File: config.mk
export PLATFORM = sky130hd
export DESIGN_NAME = char_text_buffer
export DESIGN_NICKNAME = d
export VERILOG_FILES = /design/src/rtl/char_text_buffer.sv
export SDC_FILE = /design/constraint.sdc
export NUM_CORES = 2
export LEC_CHECK = 0
export BUFFER_PORTS_ARGS = -buffer_cell sky130_fd_sc_hd__buf_2
export CORE_ASPECT_RATIO = 1.75
export CORE_MARGIN = 2
export CORE_UTILIZATION = 28
export DETAILED_ROUTE_END_ITERATION = 8
export GPL_TIMING_DRIVEN = 0
export PLACE_DENSITY = 0.45
export SLEW_MARGIN = 20
export SYNTH_ARGS = -nofsm -noshare
export SYNTH_HDL_FRONTEND = slang
export SYNTH_SLANG_ARGS = --single-unit
File: constraint.sdc
create_clock -name clk -period 11.67 [get_ports clk]
set_clock_uncertainty 0.15 [all_clocks]
set_input_delay 1.167 -clock clk [delete_from_list [all_inputs] [get_ports clk]]
set_output_delay 1.167 -clock clk [all_outputs]
set_load 0.005 [all_outputs]
File: src/rtl/char_text_buffer.sv
`default_nettype none
// ============================================================================
// Module      : char_text_buffer
// Description : Character-cell text RAM for the text-overlay stage. Returns
//               the code of cell char_xy one clock later (read-first), accepts
//               cell writes over a valid/ready port and blanks itself with
//               FILL_CHAR after reset or on clr_req.
//               Optional score renderer enabled by macro CHAR_BUF_SCORE_EN.
// Revision    : 1.0 - initial release
// ============================================================================
module char_text_buffer #(
    parameter int unsigned DEPTH        = 256,
    parameter logic [7:0]  FILL_CHAR    = 8'h20,
    parameter int unsigned SCORE_ADDR   = 0,
    parameter int unsigned SCORE_DIGITS = 5
) (
    input  logic        clk,
    input  logic        rst,          // asynchronous, active-low
    input  logic [7:0]  char_xy,
    output logic [7:0]  char_code,
    input  logic        wr_valid,
    output logic        wr_ready,
    input  logic [7:0]  wr_addr,
    input  logic [7:0]  wr_data,
    input  logic        clr_req,
    output logic        busy,
    input  logic [13:0] score_in,
    input  logic        score_load
);

    typedef enum logic [1:0] {
        S_CLEAR      = 2'd0,
        S_IDLE       = 2'd1,
        S_SCORE_CONV = 2'd2,
        S_SCORE_WR   = 2'd3
    } state_t;

    localparam logic [8:0] c_depth = 9'(DEPTH);
    localparam logic [7:0] c_last  = 8'(DEPTH - 1);

    state_t     r_state;
    logic [7:0] r_clr_ptr;
    logic [7:0] r_char_code;
    logic [7:0] r_mem [DEPTH];

    logic       w_xy_oob;
    logic       w_wa_oob;
    logic       w_we;
    logic [7:0] w_waddr;
    logic [7:0] w_wdata;

    assign w_xy_oob  = ({1'b0, char_xy} >= c_depth);
    assign w_wa_oob  = ({1'b0, wr_addr} >= c_depth);
    assign busy      = (r_state != S_IDLE);
    assign char_code = r_char_code;

`ifdef CHAR_BUF_SCORE_EN
    localparam int unsigned c_bcd_w    = 4 * SCORE_DIGITS;
    localparam logic [7:0]  c_last_dig = 8'(SCORE_DIGITS - 1);

    logic [13:0]        r_bin;
    logic [c_bcd_w-1:0] r_bcd;
    logic [3:0]         r_cnt;
    logic [7:0]         r_dig;
    logic [c_bcd_w-1:0] w_bcd_adj;
    logic [31:0]        w_score_idx;
    logic [3:0]         w_msd;

    // Double-dabble add-3 correction on every BCD digit before each shift;
    // carries out of the top digit are dropped, giving the value mod 10^N.
    generate
        for (genvar g = 0; g < int'(SCORE_DIGITS); g++) begin : g_dabble
            assign w_bcd_adj[4*g +: 4] = (r_bcd[4*g +: 4] >= 4'd5) ?
                                         (r_bcd[4*g +: 4] + 4'd3) : r_bcd[4*g +: 4];
        end
    endgenerate

    assign w_score_idx = SCORE_ADDR + {24'd0, r_dig};
    assign w_msd       = r_bcd[c_bcd_w-1 -: 4];
    assign wr_ready    = (r_state == S_IDLE) & ~clr_req & ~score_load;
`else
    logic w_unused_score;
    assign w_unused_score = ^{score_in, score_load, SCORE_ADDR, SCORE_DIGITS};
    assign wr_ready       = (r_state == S_IDLE) & ~clr_req;
`endif

    // Select the single RAM write source for this cycle from the current state
    always_comb begin
        w_we    = 1'b0;
        w_waddr = wr_addr;
        w_wdata = wr_data;
        case (r_state)
            S_CLEAR: begin
                w_we    = 1'b1;
                w_waddr = r_clr_ptr;
                w_wdata = FILL_CHAR;
            end
            S_IDLE: begin
                w_we = wr_valid & wr_ready & ~w_wa_oob;
            end
`ifdef CHAR_BUF_SCORE_EN
            S_SCORE_WR: begin
                w_we    = ~clr_req & (w_score_idx < DEPTH);
                w_waddr = w_score_idx[7:0];
                w_wdata = {4'h3, w_msd};
            end
`endif
            default: ;
        endcase
    end

    // Cell storage; intentionally not reset, the clear pass initialises it
    always_ff @(posedge clk) begin
        if (w_we) begin
            r_mem[w_waddr] <= w_wdata;
        end
    end

    // Sequencer FSM plus the registered read port (read-first, never stalled)
    always_ff @(posedge clk or negedge rst) begin
        if (!rst) begin
            r_state     <= S_CLEAR;
            r_clr_ptr   <= '0;
            r_char_code <= '0;
`ifdef CHAR_BUF_SCORE_EN
            r_bin       <= '0;
            r_bcd       <= '0;
            r_cnt       <= '0;
            r_dig       <= '0;
`endif
        end else begin
            r_char_code <= ((r_state == S_CLEAR) || w_xy_oob) ? FILL_CHAR : r_mem[char_xy];
            case (r_state)
                S_CLEAR: begin
                    if (clr_req) begin
                        r_clr_ptr <= '0;
                    end else if (r_clr_ptr == c_last) begin
                        r_clr_ptr <= '0;
                        r_state   <= S_IDLE;
                    end else begin
                        r_clr_ptr <= r_clr_ptr + 8'd1;
                    end
                end
                S_IDLE: begin
                    if (clr_req) begin
                        r_state   <= S_CLEAR;
                        r_clr_ptr <= '0;
                    end
`ifdef CHAR_BUF_SCORE_EN
                    else if (score_load) begin
                        r_state <= S_SCORE_CONV;
                        r_bin   <= score_in;
                        r_bcd   <= '0;
                        r_cnt   <= '0;
                    end
`endif
                end
`ifdef CHAR_BUF_SCORE_EN
                S_SCORE_CONV: begin
                    if (clr_req) begin
                        r_state   <= S_CLEAR;
                        r_clr_ptr <= '0;
                    end else begin
                        r_bcd <= {w_bcd_adj[c_bcd_w-2:0], r_bin[13]};
                        r_bin <= {r_bin[12:0], 1'b0};
                        r_cnt <= r_cnt + 4'd1;
                        if (r_cnt == 4'd13) begin
                            r_state <= S_SCORE_WR;
                            r_dig   <= '0;
                        end
                    end
                end
                S_SCORE_WR: begin
                    if (clr_req) begin
                        r_state   <= S_CLEAR;
                        r_clr_ptr <= '0;
                    end else begin
                        r_bcd <= r_bcd << 4;
                        r_dig <= r_dig + 8'd1;
                        if (r_dig == c_last_dig) begin
                            r_state <= S_IDLE;
                        end
                    end
                end
`endif
                default: begin
                    r_state   <= S_CLEAR;
                    r_clr_ptr <= '0;
                end
            endcase
        end
    end

endmodule
`default_nettype wire

* Word-level counts from Yosys, hierarchy flattened
Memory sizes are Yosys's and may differ from the RTL's. Cells that the tools add are included.
Word-level totals: memories 1, input port bits 43, RAM bits 2048, word-level logic and storage cells 30, bits in registers 18, output and inout port bits 10
Memory list:
- r_mem | words 256, bits a word 8, read ports 1, clocked after memory_dff 0, write ports 1, RTL line 44 | logic [7:0] r_mem [DEPTH];
Operators by class: reductions and logical operators 2, $add $sub $neg 1, muxes and demuxes 14, bitwise logic cells 3, equal/unequal tests 6
Operators by type and width (number):
- $mux 8 | 6
- $pmux 8 s2 | 1
- $add 8x1->8 const B | 1
- $eq 8x8->1 const B | 1
- $mux 2 | 3
- $ne 2x1->1 const B | 2
- $ne 2x2->1 const B | 2
- $pmux 2 s2 | 1
- $reduce_and 3->1 | 1
- $and 1x1->1 | 2
- $eq 2x1->1 const B | 1
- $logic_not 2->1 | 1
- $mux 1 | 2
- $pmux 1 s2 | 1
- $not 1->1 | 1

* Logic depth before layout (Yosys ltp)
depth in word-level cells 6, gate-level depth with buffers 12, depth with buffers taken out 6

* Worst setup path before layout
Ideal clock, no wire load.
path type input to register, start point input wr_data[5], end point memory r_mem[0][5] (data pin), required time 10616 ps, slack 6027 ps, buffers on the path 0, cell stages on the path 1, arrival 4589 ps, cells stage by stage nand2b_1
Between the ends: word-level cells in the longest chain between the ends 1
RTL lines:
- from (decl) | RTL line 24 | input logic [7:0] wr_data,
- $mux 8 | RTL line 92 | case (r_state)
- to (decl) | RTL line 44
No other way between the ends.

* Worst setup path in the final report
start point input char_xy[1], end point register r_char_code[4] (netlist: char_code[4])
Between the ends: word-level cells in the longest chain between the ends 2
RTL lines:
- from (decl) | RTL line 19 | input logic [7:0] char_xy,
- $mem_v2 256x8
- $mux 8 | RTL line 132 | r_char_code <= ((r_state == S_CLEAR) || w_xy_oob) ? FILL_CHAR : r_mem[char_xy];
- to (signal assigned) | RTL line 132
- to (decl) | RTL line 43 | logic [7:0] r_char_code;
No other way between the ends. A chain may end at the register's enable or synchronous reset.

==> run metrics <==
clock sinks between 2k and 2.5k; ANT nets after route 0; Area contributors post-synth edfxtp_1, mux4_2, mux2i_1; grt total ovfl 0; WP data arrival 6.27 ns; Async SR Flop Fraction less than 1%; Final #Nets ~4.4k; largest net degree at the start of global routing 71; wire length per cell between 40 and 50 µm; Final Slew Violations 0; CTS HTree Levels 4; sw frac 23.08%; Root Buffer clkbuf_16; Max FO, Critical Path 10; Gate power share about 6%; Syn-to-layout area delta 16.79%; Seq pwr share between 50 and 60%; Data required, critical path ~12 ns; VDD IR max 107.7 µV; kind of end point of the critical path flip-flop; CTS tree yes; CTS buffer count 192; DP Area 88140 µm²; Gates resized, CTS repair 0; final hold vios 0; Core ar. 288000 µm²; FP Rows 261; syn_area_per_cell roughly 20 µm²; worst min path class input pin to async pin; Detailed Route Iter0 Violations 5173; Fmax achieved 0.1752 GHz; vias in the first global route approximately 44k; syn nets between 4k and 5k; IO Port Bufs 33; largest area contributor in the netlist edfxtp_1; DRC viols 0; Post-Layout Cell Count a little over 8k; via count roughly 44k; post-synth cell types 66; layout cells sized above 1 around a quarter; Final Routed Wirelength between 300000 and 400000 µm; status finished, final reports clean; Die Span Y about 720 µm; filler instances 27.40k; clock power share a little over two fifths; top cell type's share of synthesized area around three quarters; GRT Overall Usage approximately 23%; total setup buffers inserted after CTS 0; die area roughly 290000 µm²; initial antenna violation count 26; Critical Path Source Type input pin; gpl congestion 0.9669; global-route wire length before repair roughly 430000 µm; clock latency on the worst-skew pair around 0.87 ns; chip width between 400 and 500 µm; fin area 94510 µm²; Syn Inst Count between 3k and 4k; setup violators final 0; DPL Wire Length 242500 µm; EDFF count, synth approximately 2.0k; internal power roughly 12 mW; main flop type after synthesis edfxtp_1; clock slew at reported path FFs 0.07 ns; most common cell in the netlist edfxtp_1; Yosys reg bits about 2.1k; Worst-Margin Slew between 1 and 1.5 ns; RSZ-0062 raised after global routing false; first-pass detailed-route iteration total 5; Post-Syn Area 80930 µm²; Ys Warns 0; io pins 53; # placed instances between 7k and 8k; Slew HR 9.930%; switching component of the power about 3.6 mW; Setup Crit Path Kind input pin to flip-flop; Leak between 20 and 30 nW; fin crit period between 5 and 6 ns; CTS max path bufs 4; Initial Util roughly 28%; setup_tns 0 ns; synth cell count leaders edfxtp_1, mux4_2, nor2_1; max_cap viols 0; pwr/cell area 164.2 nW/µm²; hold buffer count at cts 0; post-synthesis sequential area ratio around three quarters; fin crit share 48.90%; Vias/cell about 5.3
[layout by cell type (no fill, tap or decap), types with 56 or more instances in the layout]
master     synthesis  final
a21oi_1           56     56
buf_2             43     80
clkbuf_1         120     63
clkbuf_16          0    193
clkbuf_2           0     79
edfxtp_1        2048   2048
mux2i_1          271    271
mux4_2           394    394
nand2_1          118    117
nor2_1           307    277
o221ai_1          96     96
[critical path, cell delays in order]
cell and delay [ns]:
buf_2 0.10, buf_4 0.34, buf_2 0.71, buf_2 0.74, buf_2 0.84, mux4_2 0.53
nor2_1 0.07, o21ai_0 0.35, o2111ai_1 0.67, o22ai_1 0.60
[routing by layer]
layer	vias to the layer above	share of wire, %	track usage (%)
li1	17271	-	-
met1	23751	33	23.08
met2	2061	51	40.17
met3	715	6.2	3.877
met4	12	9.8	18.43
met5	-	0.021	0
[per-stage QoR]
step,setup slack [ns],power (mW),hold slack (ns),utilization (%)
6_report,5.963,15.52,0.1287,32.81
5_1_grt,6.294,15.80,0.1496,32.80
4_1_cts,6.318,15.58,0.1032,32.78
3_5_place_dp,5.421,9.114,0.4846,30.60
3_3_place_gp,0.1525,9.066,0.4519,29.81
2_1_floorplan,6.027,8.594,0.4018,-
[registers in the layout, summed over array words and instances, names as in the netlist]
register,count
char_code,8
r_clr_ptr,8
r_state,1
r_mem,2048
[power groups by stage]
stage          Sequential [mW]  Combinational [mW]  Clock (mW)
2_1_floorplan             8.20               0.398           0
3_3_place_gp              8.20               0.869           0
3_5_place_dp              8.20               0.916           0
4_1_cts                   8.04               0.917        6.63
5_1_grt                   8.03               0.921        6.85
6_report                  8.03               0.932        6.56
[layout make-up]
cell class	instances	area, µm²	area share, %
sequential	2065	61920	65.52
clock buffer	215	4912	5.197
inverter	15	56.30	0.05957
antenna	40	100.1	0.1059
timing repair buffer	119	2082	2.203
tap	3813	4771	5.048
clock inverter	125	1353	1.431
buffer	239	1627	1.721
multi-input combinational	1679	17690	18.72
[path summary, 6_finish.rpt]
check                                         startpoint  cells after the start  slack (ns)                  endpoint
worst max-delay path                          char_xy[1]                     10        5.96    char_code[4]$_DFF_PN0_
worst min-delay path                                 rst                      1        0.13    char_code[6]$_DFF_PN0_
worst max register to register    r_state[0]$_DFFE_PN0P_                      7        6.75   r_mem[200][3]$_DFFE_PP_
worst min register to register  r_clr_ptr[7]$_DFFE_PN0N_                      2        0.50  r_clr_ptr[7]$_DFFE_PN0N_
max in group asynchronous                            rst                      1       10.83    char_code[4]$_DFF_PN0_
min in group clk                r_clr_ptr[7]$_DFFE_PN0N_                      2        0.50  r_clr_ptr[7]$_DFFE_PN0N_
[kinds of logic after synthesis]
logic type      synth area share [%]
compound gates                 3.887
xor+xnor                     0.04330
fa+ha+maj                    0.01546
buf+inv                        1.951
flops                          76.52
mux                            14.66
simple gates                   2.918
No activity file was read; power rests on OpenSTA's default activity.
